==> src/rtl/sync_pkg.sv <==
// Shared definitions for the four-input synchronous join.
//   join_state_e         : join FSM states (COLLECT -> REQ -> RELEASE -> COLLECT)
//   SYNC_STAGES_DEFAULT  : default synchronizer depth per asynchronous input
//   CNT_W_DEFAULT        : default width of the completed-join counter
package sync_pkg;

    localparam int SYNC_STAGES_DEFAULT = 2;
    localparam int CNT_W_DEFAULT       = 16;

    typedef enum logic [1:0] {
        COLLECT = 2'd0,
        REQ     = 2'd1,
        RELEASE = 2'd2
    } join_state_e;

endpackage

==> src/rtl/join4_sync_if.sv <==
// Handshake bundle between four producers, one consumer and the join block.
//   req_in1_i..req_in4_i : four-phase requests from producers 1..4
//   ack_in1_o..ack_in4_o : acknowledges back to producers 1..4
//   req_out_o            : joined request to the consumer
//   ack_out_i            : consumer acknowledge
//   txn_count_o          : completed-join counter (CNT_W bits)
//   err_o                : sticky protocol-violation flag
// Modports: master = producers/consumer side, slave = join block side.
interface join4_sync_if
    import sync_pkg::*;
#(
    parameter int CNT_W = CNT_W_DEFAULT
);

    logic             req_in1_i;
    logic             req_in2_i;
    logic             req_in3_i;
    logic             req_in4_i;
    logic             ack_in1_o;
    logic             ack_in2_o;
    logic             ack_in3_o;
    logic             ack_in4_o;
    logic             req_out_o;
    logic             ack_out_i;
    logic [CNT_W-1:0] txn_count_o;
    logic             err_o;

    modport master (
        output req_in1_i, req_in2_i, req_in3_i, req_in4_i, ack_out_i,
        input  ack_in1_o, ack_in2_o, ack_in3_o, ack_in4_o,
        input  req_out_o, txn_count_o, err_o
    );

    modport slave (
        input  req_in1_i, req_in2_i, req_in3_i, req_in4_i, ack_out_i,
        output ack_in1_o, ack_in2_o, ack_in3_o, ack_in4_o,
        output req_out_o, txn_count_o, err_o
    );

endinterface

==> src/rtl/sync_ff.sv <==
// Single-bit synchronizer chain, STAGES flops deep, cleared by reset.
//   clk_i  : destination clock
//   rst_ni : asynchronous active-low reset
//   d_i    : asynchronous input
//   q_o    : synchronized output (last flop of the chain)
module sync_ff #(
    parameter int STAGES = 2
) (
    input  logic clk_i,
    input  logic rst_ni,
    input  logic d_i,
    output logic q_o
);

    logic [STAGES-1:0] chain_reg;

    always_ff @(posedge clk_i or negedge rst_ni) begin
        if (!rst_ni) begin
            chain_reg <= '0;
        end else begin
            chain_reg <= {chain_reg[STAGES-2:0], d_i};
        end
    end

    assign q_o = chain_reg[STAGES-1];

endmodule

==> src/rtl/join4_sync.sv <==
// Four-input four-phase join, implemented as a clocked FSM behind
// synchronizers on every asynchronous handshake input.
//   clk_i  : clock
//   rst_ni : asynchronous active-low reset (all outputs forced to 0)
//   bus    : join4_sync_if.slave handshake bundle
// Parameters: SYNC_STAGES (2..4) synchronizer depth, CNT_W counter width.
module join4_sync
    import sync_pkg::*;
#(
    parameter int SYNC_STAGES = SYNC_STAGES_DEFAULT,
    parameter int CNT_W       = CNT_W_DEFAULT
) (
    input  logic        clk_i,
    input  logic        rst_ni,
    join4_sync_if.slave bus
);

    logic [3:0] req_async;
    logic [3:0] s_req;
    logic       s_ack;

    join_state_e      state_reg, state_next;
    logic [3:0]       arrived_reg, arrived_next;
    logic [3:0]       ack_reg, ack_next;
    logic             req_out_reg, req_out_next;
    logic [CNT_W-1:0] count_reg, count_next;
    logic             err_reg, err_next;

    logic [3:0]       arrived_set;

    assign req_async = {bus.req_in4_i, bus.req_in3_i, bus.req_in2_i, bus.req_in1_i};

    for (genvar gi = 0; gi < 4; gi++) begin : g_req_sync
        sync_ff #(.STAGES(SYNC_STAGES)) u_sync (
            .clk_i (clk_i),
            .rst_ni(rst_ni),
            .d_i   (req_async[gi]),
            .q_o   (s_req[gi])
        );
    end

    sync_ff #(.STAGES(SYNC_STAGES)) u_ack_sync (
        .clk_i (clk_i),
        .rst_ni(rst_ni),
        .d_i   (bus.ack_out_i),
        .q_o   (s_ack)
    );

    // A channel arrives whenever its request is up and it is not being acked;
    // this also catches producers that re-raise early during RELEASE.
    assign arrived_set = arrived_reg | (s_req & ~ack_reg);

    always_comb begin
        state_next   = state_reg;
        arrived_next = arrived_set;
        ack_next     = ack_reg;
        req_out_next = req_out_reg;
        count_next   = count_reg;
        // An arrived channel whose request is now low withdrew before being
        // acked; a consumer ack while nothing is requested is also illegal.
        // Both only flag, they never steer the FSM.
        err_next     = err_reg | (|(arrived_reg & ~s_req))
                               | ((state_reg == COLLECT) && s_ack);

        case (state_reg)
            COLLECT: begin
                if (&arrived_set) begin
                    state_next   = REQ;
                    req_out_next = 1'b1;
                end
            end
            REQ: begin
                if (s_ack) begin
                    state_next   = RELEASE;
                    req_out_next = 1'b0;
                    ack_next     = 4'hF;
                    arrived_next = 4'h0;
                    count_next   = count_reg + CNT_W'(1);
                end
            end
            RELEASE: begin
                // Each producer's ack drops as soon as that producer lets go.
                ack_next = ack_reg & s_req;
                if ((ack_reg == 4'h0) && !s_ack) begin
                    state_next = COLLECT;
                end
            end
            default: begin
                state_next = COLLECT;
            end
        endcase
    end

    always_ff @(posedge clk_i or negedge rst_ni) begin
        if (!rst_ni) begin
            state_reg   <= COLLECT;
            arrived_reg <= 4'h0;
            ack_reg     <= 4'h0;
            req_out_reg <= 1'b0;
            count_reg   <= '0;
            err_reg     <= 1'b0;
        end else begin
            state_reg   <= state_next;
            arrived_reg <= arrived_next;
            ack_reg     <= ack_next;
            req_out_reg <= req_out_next;
            count_reg   <= count_next;
            err_reg     <= err_next;
        end
    end

    assign bus.ack_in1_o   = ack_reg[0];
    assign bus.ack_in2_o   = ack_reg[1];
    assign bus.ack_in3_o   = ack_reg[2];
    assign bus.ack_in4_o   = ack_reg[3];
    assign bus.req_out_o   = req_out_reg;
    assign bus.txn_count_o = count_reg;
    assign bus.err_o       = err_reg;

endmodule

==> src/flat_wrapper.sv <==
// flat-port wrapper written by rule: the top's interface ports become plain ports
module join4_sync_flat import sync_pkg::*;
#(
    parameter int SYNC_STAGES = SYNC_STAGES_DEFAULT,
    parameter int CNT_W       = CNT_W_DEFAULT
)
  (clk_i, rst_ni, bus_req_in1_i, bus_req_in2_i, bus_req_in3_i, bus_req_in4_i, bus_ack_out_i, bus_ack_in1_o, bus_ack_in2_o, bus_ack_in3_o, bus_ack_in4_o, bus_req_out_o, bus_txn_count_o, bus_err_o);
  join4_sync_if #(.CNT_W(CNT_W)) bus_i ();
  input  logic clk_i;
  input  logic rst_ni;
  input wire logic [$bits(bus_i.req_in1_i)-1:0] bus_req_in1_i;
  input wire logic [$bits(bus_i.req_in2_i)-1:0] bus_req_in2_i;
  input wire logic [$bits(bus_i.req_in3_i)-1:0] bus_req_in3_i;
  input wire logic [$bits(bus_i.req_in4_i)-1:0] bus_req_in4_i;
  input wire logic [$bits(bus_i.ack_out_i)-1:0] bus_ack_out_i;
  output wire logic [$bits(bus_i.ack_in1_o)-1:0] bus_ack_in1_o;
  output wire logic [$bits(bus_i.ack_in2_o)-1:0] bus_ack_in2_o;
  output wire logic [$bits(bus_i.ack_in3_o)-1:0] bus_ack_in3_o;
  output wire logic [$bits(bus_i.ack_in4_o)-1:0] bus_ack_in4_o;
  output wire logic [$bits(bus_i.req_out_o)-1:0] bus_req_out_o;
  output wire logic [$bits(bus_i.txn_count_o)-1:0] bus_txn_count_o;
  output wire logic [$bits(bus_i.err_o)-1:0] bus_err_o;
  assign bus_i.req_in1_i = bus_req_in1_i;
  assign bus_i.req_in2_i = bus_req_in2_i;
  assign bus_i.req_in3_i = bus_req_in3_i;
  assign bus_i.req_in4_i = bus_req_in4_i;
  assign bus_i.ack_out_i = bus_ack_out_i;
  assign bus_ack_in1_o = bus_i.ack_in1_o;
  assign bus_ack_in2_o = bus_i.ack_in2_o;
  assign bus_ack_in3_o = bus_i.ack_in3_o;
  assign bus_ack_in4_o = bus_i.ack_in4_o;
  assign bus_req_out_o = bus_i.req_out_o;
  assign bus_txn_count_o = bus_i.txn_count_o;
  assign bus_err_o = bus_i.err_o;
  join4_sync #(.SYNC_STAGES(SYNC_STAGES), .CNT_W(CNT_W)) u_core (.clk_i(clk_i), .rst_ni(rst_ni), .bus(bus_i));
endmodule
==> config.mk <==
export PLATFORM = sky130hd
export DESIGN_NAME = join4_sync_flat
export DESIGN_NICKNAME = d
export VERILOG_FILES = /design/src/rtl/sync_pkg.sv /design/src/rtl/join4_sync_if.sv /design/src/rtl/sync_ff.sv /design/src/rtl/join4_sync.sv /design/src/flat_wrapper.sv
export SDC_FILE = /design/constraint.sdc
export NUM_CORES = 1
export LEC_CHECK = 0
export ABC_AREA = 1
export CORE_ASPECT_RATIO = 0.6
export CORE_UTILIZATION = 54
export CTS_BUF_LIST = sky130_fd_sc_hd__clkbuf_4
export DETAILED_ROUTE_END_ITERATION = 8
export DONT_BUFFER_PORTS = 1
export GPL_TIMING_DRIVEN = 0
export PLACE_DENSITY_LB_ADDON = 0.2
export SYNTH_ARGS = -nofsm -noshare
export SYNTH_HDL_FRONTEND = slang
export SYNTH_SLANG_ARGS = --single-unit
export TNS_END_PERCENT = 10
==> constraint.sdc <==
create_clock -name clk_i -period 1.5 [get_ports clk_i]
set_input_delay 0.225 -clock clk_i [delete_from_list [all_inputs] [get_ports clk_i]]
set_output_delay 0.225 -clock clk_i [all_outputs]
set_load 0.1 [all_outputs]
-- After elaboration in Yosys (flattened, before gate mapping)
Cells that the tools add are included.
- input port bits: 7
- logic and storage cells: 49
- latch bits: 0
- register bits: 38
- memories kept: 0
- bits in writable memories: 0
- output and inout bits: 22
- bits in read-only memories: 0
- eq/ne operators: 5
- div/mod/pow operators: 0
- add/subtract/negate cells: 1
- bitwise logic cells: 8
- muxes and demuxes: 11
- shift operators: 0
- order comparisons: 0
- multipliers: 0
- reduce and logical (&&, ||, !) cells: 13
- operators by type and width (kind ; count):
    $add A16 B1 Y16 const B ; 1
    $and A4 B4 Y4 ; 3
    $mux W4 ; 3
    $not A4 Y4 ; 2
    $pmux W4 S2 ; 1
    $mux W2 ; 3
    $pmux W2 S3 ; 1
    $reduce_and A3 Y1 ; 2
    $logic_not A4 Y1 ; 1
    $ne A2 B2 Y1 const B ; 2
    $or A4 B4 Y4 ; 1
    $reduce_and A2 Y1 ; 2
    $reduce_and A4 Y1 ; 1
    $reduce_bool A2 Y1 ; 2
    $reduce_or A4 Y1 ; 1
    $eq A2 B1 Y1 const B ; 1
    $eq A2 B2 Y1 const B ; 1
    $logic_and A1 B1 Y1 ; 2
    $logic_not A2 Y1 ; 1
    $mux W1 ; 2
    $ne A2 B1 Y1 const B ; 1
    $or A1 B1 Y1 ; 2
    $pmux W1 S2 ; 1
    $logic_not A1 Y1 ; 1

-- Depth between registers and ports, before layout
- depth after elaboration: 6
- mapped depth: 8

-- By module
Synthesis repeated with hierarchy kept, for this count alone.
- cells, all modules: 157
- area, all modules: 1576.5 µm²
- modules (own cells, without submodules) (module ; cells each ; area each (µm²) ; times used ; seq. area each (µm²)):
    join4_sync ; 147 ; 1326.3 ; 1 ; 700.7
    sync_ff ; 2 ; 50.0 ; 5 ; 50.0

-- Worst setup path before layout
OpenSTA, ideal clock, no wires.
- kind: register to register
- start point: register u_core.count_reg[1], in the netlist u_core.bus.txn_count_o[1]
- end point: register u_core.count_reg[8], in the netlist u_core.bus.txn_count_o[8]
- stages on the path, launching flop included: 8
- path buffers: 0
- setup slack: -0.407 ns
- arrival time: 1.783 ns
- period minus slack after synthesis: 1.907 ns
- library setup time: 0.125 ns
- required time: 1.375 ns
- cells stage by stage: dfrtp_1 ha_1 inv_1 nor2_1 nand2_1 xor2_1 nand2_1 o21ai_1
- word-level cells in the longest chain between the ends: 1
- ends and longest elaborated chain (what ; RTL line ; source):
    start, declared ; join4_sync.sv:26 ; logic [CNT_W-1:0] count_reg, count_next;
    start signal, assigned ; join4_sync.sv:107 ; count_reg <= count_next;
    $add A16 B1 Y16 ; join4_sync.sv:78 ; count_next = count_reg + CNT_W'(1);
No other way between the ends.
A chain may end at the register's enable or synchronous reset.

-- Worst setup path in the final report
- start point: register u_core.count_reg[1], in the netlist u_core.bus.txn_count_o[1]
- end point: register u_core.count_reg[10], in the netlist u_core.bus.txn_count_o[10]
The elaborated chain is that of the path after synthesis.

==> flow_summary.ini <==
[synth]
synthDistinctLibCells = 30
yosys_warnings = 0
number_of_flops_mapped_to_enable_cells_by_yosys = 0
synth_area_um2 = 1710
syn-mean-instance-area_um2 = 8.87
synth_ff_type = sky130_fd_sc_hd__dfrtp_1
ys_seq_elements = 38
synth_area_leaders = sky130_fd_sc_hd__dfrtp_1 (56%), sky130_fd_sc_hd__nand2_1 (15%), sky130_fd_sc_hd__inv_1 (5.0%), sky130_fd_sc_hd__nor2_1 (3.3%), sky130_fd_sc_hd__o21ai_0 (2.0%)
synth.most_common_cell = sky130_fd_sc_hd__nand2_1
number_of_nets_produced_by_synthesis = 201
synth_seq_area_share_pct = 55.6
post-synth-top-area-cell = sky130_fd_sc_hd__dfrtp_1
post_synth_inst_count = 193
yosys.area.top_type_share_pct = 55.6
synth.cells.most_frequent = sky130_fd_sc_hd__nand2_1 (68), sky130_fd_sc_hd__dfrtp_1 (38), sky130_fd_sc_hd__inv_1 (23)
synth_async_sr_flop_share_pct = 100

[layout]
nNetsFinal = 216
final_layout_size_suffix_gt1_share_pct = 31.1
antennaDiodeCount = 0
largest_register_ffs = 16
area_overhead_vs_synth_pct = 23.5
final_util_pct = 71.7

[timing]
timing.final.crit_share_pct = 102
rsz0062_at_grt = yes
final.hold.worst_slack_ns = 0.363
final_critical_path_setup_slack_ns = -0.0244
tns_ns = -0.0635
final.setup_skew_ns = 0.00486
finalHoldViolCount = 0
fmax_ghz = 0.656
setup_viol = 3
tightest_slew_ns = 0.540
layout_min_cycle_time_ns = 1.52
report.final.slew_viol_count = 0
timing.slew.headroom_pct = 64.0

[critical_path]
crit_end = u_core.bus.txn_count_o[10]
worst_reg2reg_path_endpoint = u_core.bus.txn_count_o[10]
cp.arrival_ns = 1.77
timing.critical_path.from_type = register
worstSetupStartpoint = u_core.bus.txn_count_o[1]
timing.setup.critical_path_class = reg2reg
timing.critical_path.required_ns = 1.75
regToRegStartpoint = u_core.bus.txn_count_o[1]
ff2ff_setup_slack_ns = -0.02
critical_path.max_fanout = 4
cp_capture_type = register
worst_r2r_path_depth = 7

[placement]
placement.io_buffers = 0
place_congestion = 0.826
worst_slack_after_detailed_placement_ns = -0.199
post-dp-hpwl_um = 2400

[power_and_ir_drop]
total_leakage_power_nw = 0.989
ir_worst_vdd_v = 0.000866
power_w = 0.00377
cellPowerDensity_nw_per_um2 = 1780

[clock_network]
tritoncts_sinks = 38
tritoncts = yes
total_cts_buffers = 5
clockBufferDepth = 2
clkLatencyLatePin_ns = 0.34
h-tree-depth = 2
clock_tree.root_cell = sky130_fd_sc_hd__clkbuf_4
path_clk_slew_ns = 0.12

[grt]
grt_max_degree = 39
grt_pass1_vias = 1205
track_usage_pct = 24.3
number_of_antenna_violations_at_the_first_check_in_global_routing = 0
wire_length_of_the_first_global_routing_pass_um = 5790
globalRoute.totalOverflow = 0

[drt]
num_vias = 1313
drt_pass1_iterations = 4
detail-route-antenna-nets = 0
route.detailed.wl_per_inst_um = 15.0
routed_wl_um = 3780
detail_route.vias_per_cell = 5.23
drc = 0
drt_first_iter_violations = 73

[min_path]
min_path_type = in2async

[floorplanning]
floorplan.die.width_um = 74.7
top_level_pins = 29
dieArea_um2 = 3410
initial_core_util_pct = 58.1
placement_rows = 15
core-area_um2 = 2950
die_height_um = 45.6

[flow_run]
cap_viol_max_count = 0

[outcome]
violations = negative setup slack
status = complete, but fails checks
## critical path, cell delays in order, from the launching register on
cell and delay [ns]:
sky130_fd_sc_hd__dfrtp_4 0.68, sky130_fd_sc_hd__ha_4 0.20, sky130_fd_sc_hd__buf_4 0.11, sky130_fd_sc_hd__nand2_2 0.10
sky130_fd_sc_hd__nor2_4 0.13, sky130_fd_sc_hd__nand3b_1 0.08, sky130_fd_sc_hd__nand2_1 0.06, sky130_fd_sc_hd__nand2_1 0.06
## per-stage QoR
step	cell area [um^2]	instances
after floorplan	1740	193
after global placement	1790	235
after detailed placement	1790	235
after CTS	2010	250
after global routing	2110	251
final	2110	251
## cell usage in the layout (no fill, tap or decap), types with 3 or more instances in the layout
| cell type | instances |
|---|---|
| sky130_fd_sc_hd__dfrtp_2 | 4 |
| sky130_fd_sc_hd__o21ai_0 | 5 |
| sky130_fd_sc_hd__dlygate4sd3_1 | 6 |
| sky130_fd_sc_hd__nand3b_1 | 4 |
| sky130_fd_sc_hd__nor2_4 | 5 |
| sky130_fd_sc_hd__clkbuf_4 | 5 |
| sky130_fd_sc_hd__dfrtp_1 | 16 |
| sky130_fd_sc_hd__xnor2_1 | 3 |
| sky130_fd_sc_hd__dfrtp_4 | 18 |
| sky130_fd_sc_hd__xor2_1 | 3 |
| sky130_fd_sc_hd__inv_1 | 22 |
| sky130_fd_sc_hd__o21ai_1 | 5 |
| sky130_fd_sc_hd__nor2_1 | 11 |
| sky130_fd_sc_hd__nor2_2 | 3 |
| sky130_fd_sc_hd__nand2_4 | 4 |
| sky130_fd_sc_hd__a21oi_1 | 3 |
| sky130_fd_sc_hd__nand2_2 | 8 |
| sky130_fd_sc_hd__nand2_1 | 58 |
## cell families after synthesis
family / after synthesis / share of synthesized area (%)
buf+inv: 27 / 6.29
flops: 38 / 55.6
fa+ha+maj: 1 / 0.731
compound gates: 17 / 5.26
simple gates: 103 / 28.1
xor+xnor: 7 / 4.02
## worst min-delay path by stage
stage / startpoint / endpoint / slack (ns)
after global placement: rst_ni / u_core.bus.txn_count_o[5] / -0.07
after global routing: rst_ni / u_core.arrived_reg[2] / 0.36
after CTS: rst_ni / u_core.arrived_reg[1] / 0.34
final: rst_ni / u_core.state_reg[0] / 0.36
after detailed placement: rst_ni / u_core.bus.txn_count_o[5] / -0.07
after floorplan: rst_ni / u_core.ack_reg[0] / -0.07
## timing repair
| action | CTS | global route |
|---|---|---|
| hold buffers | 7 | 0 |
| hold endpoints to repair | 43 | 0 |
| buffers inserted | 0 | 1 |
| pin swaps | 0 | 3 |
| setup endpoints to repair | 18 | 9 |
| cloned | 0 | 0 |
| gates resized for setup | 23 | 28 |
## routing by layer
metal  part of all wire [%]  track usage (%)  routed length [um]
met4                    2.5             9.06                  93
met3                    7.0             8.19                 264
met5                      0                0                   0
met1                     47             35.5                1760
met2                     44             33.3                1660
## area by class of cell
type | count | area (um^2)
flip-flops and latches | 38 | 1020
fillers | 231 | 833
multi-input cells | 128 | 759
inverters | 25 | 96.3
repair buffers | 8 | 87.6
well taps | 42 | 52.6
clock inverters | 3 | 45.0
clock buffers | 5 | 37.5
plain buffers | 2 | 11.3
## report_power, final
| group | switching (W) | internal (W) |
|---|---|---|
| Clock | 0.000367 | 0.000350 |
| Combinational | 0.000389 | 0.000248 |
| Sequential | 0.00113 | 0.00129 |
No activity file was read; power rests on OpenSTA's default activity.
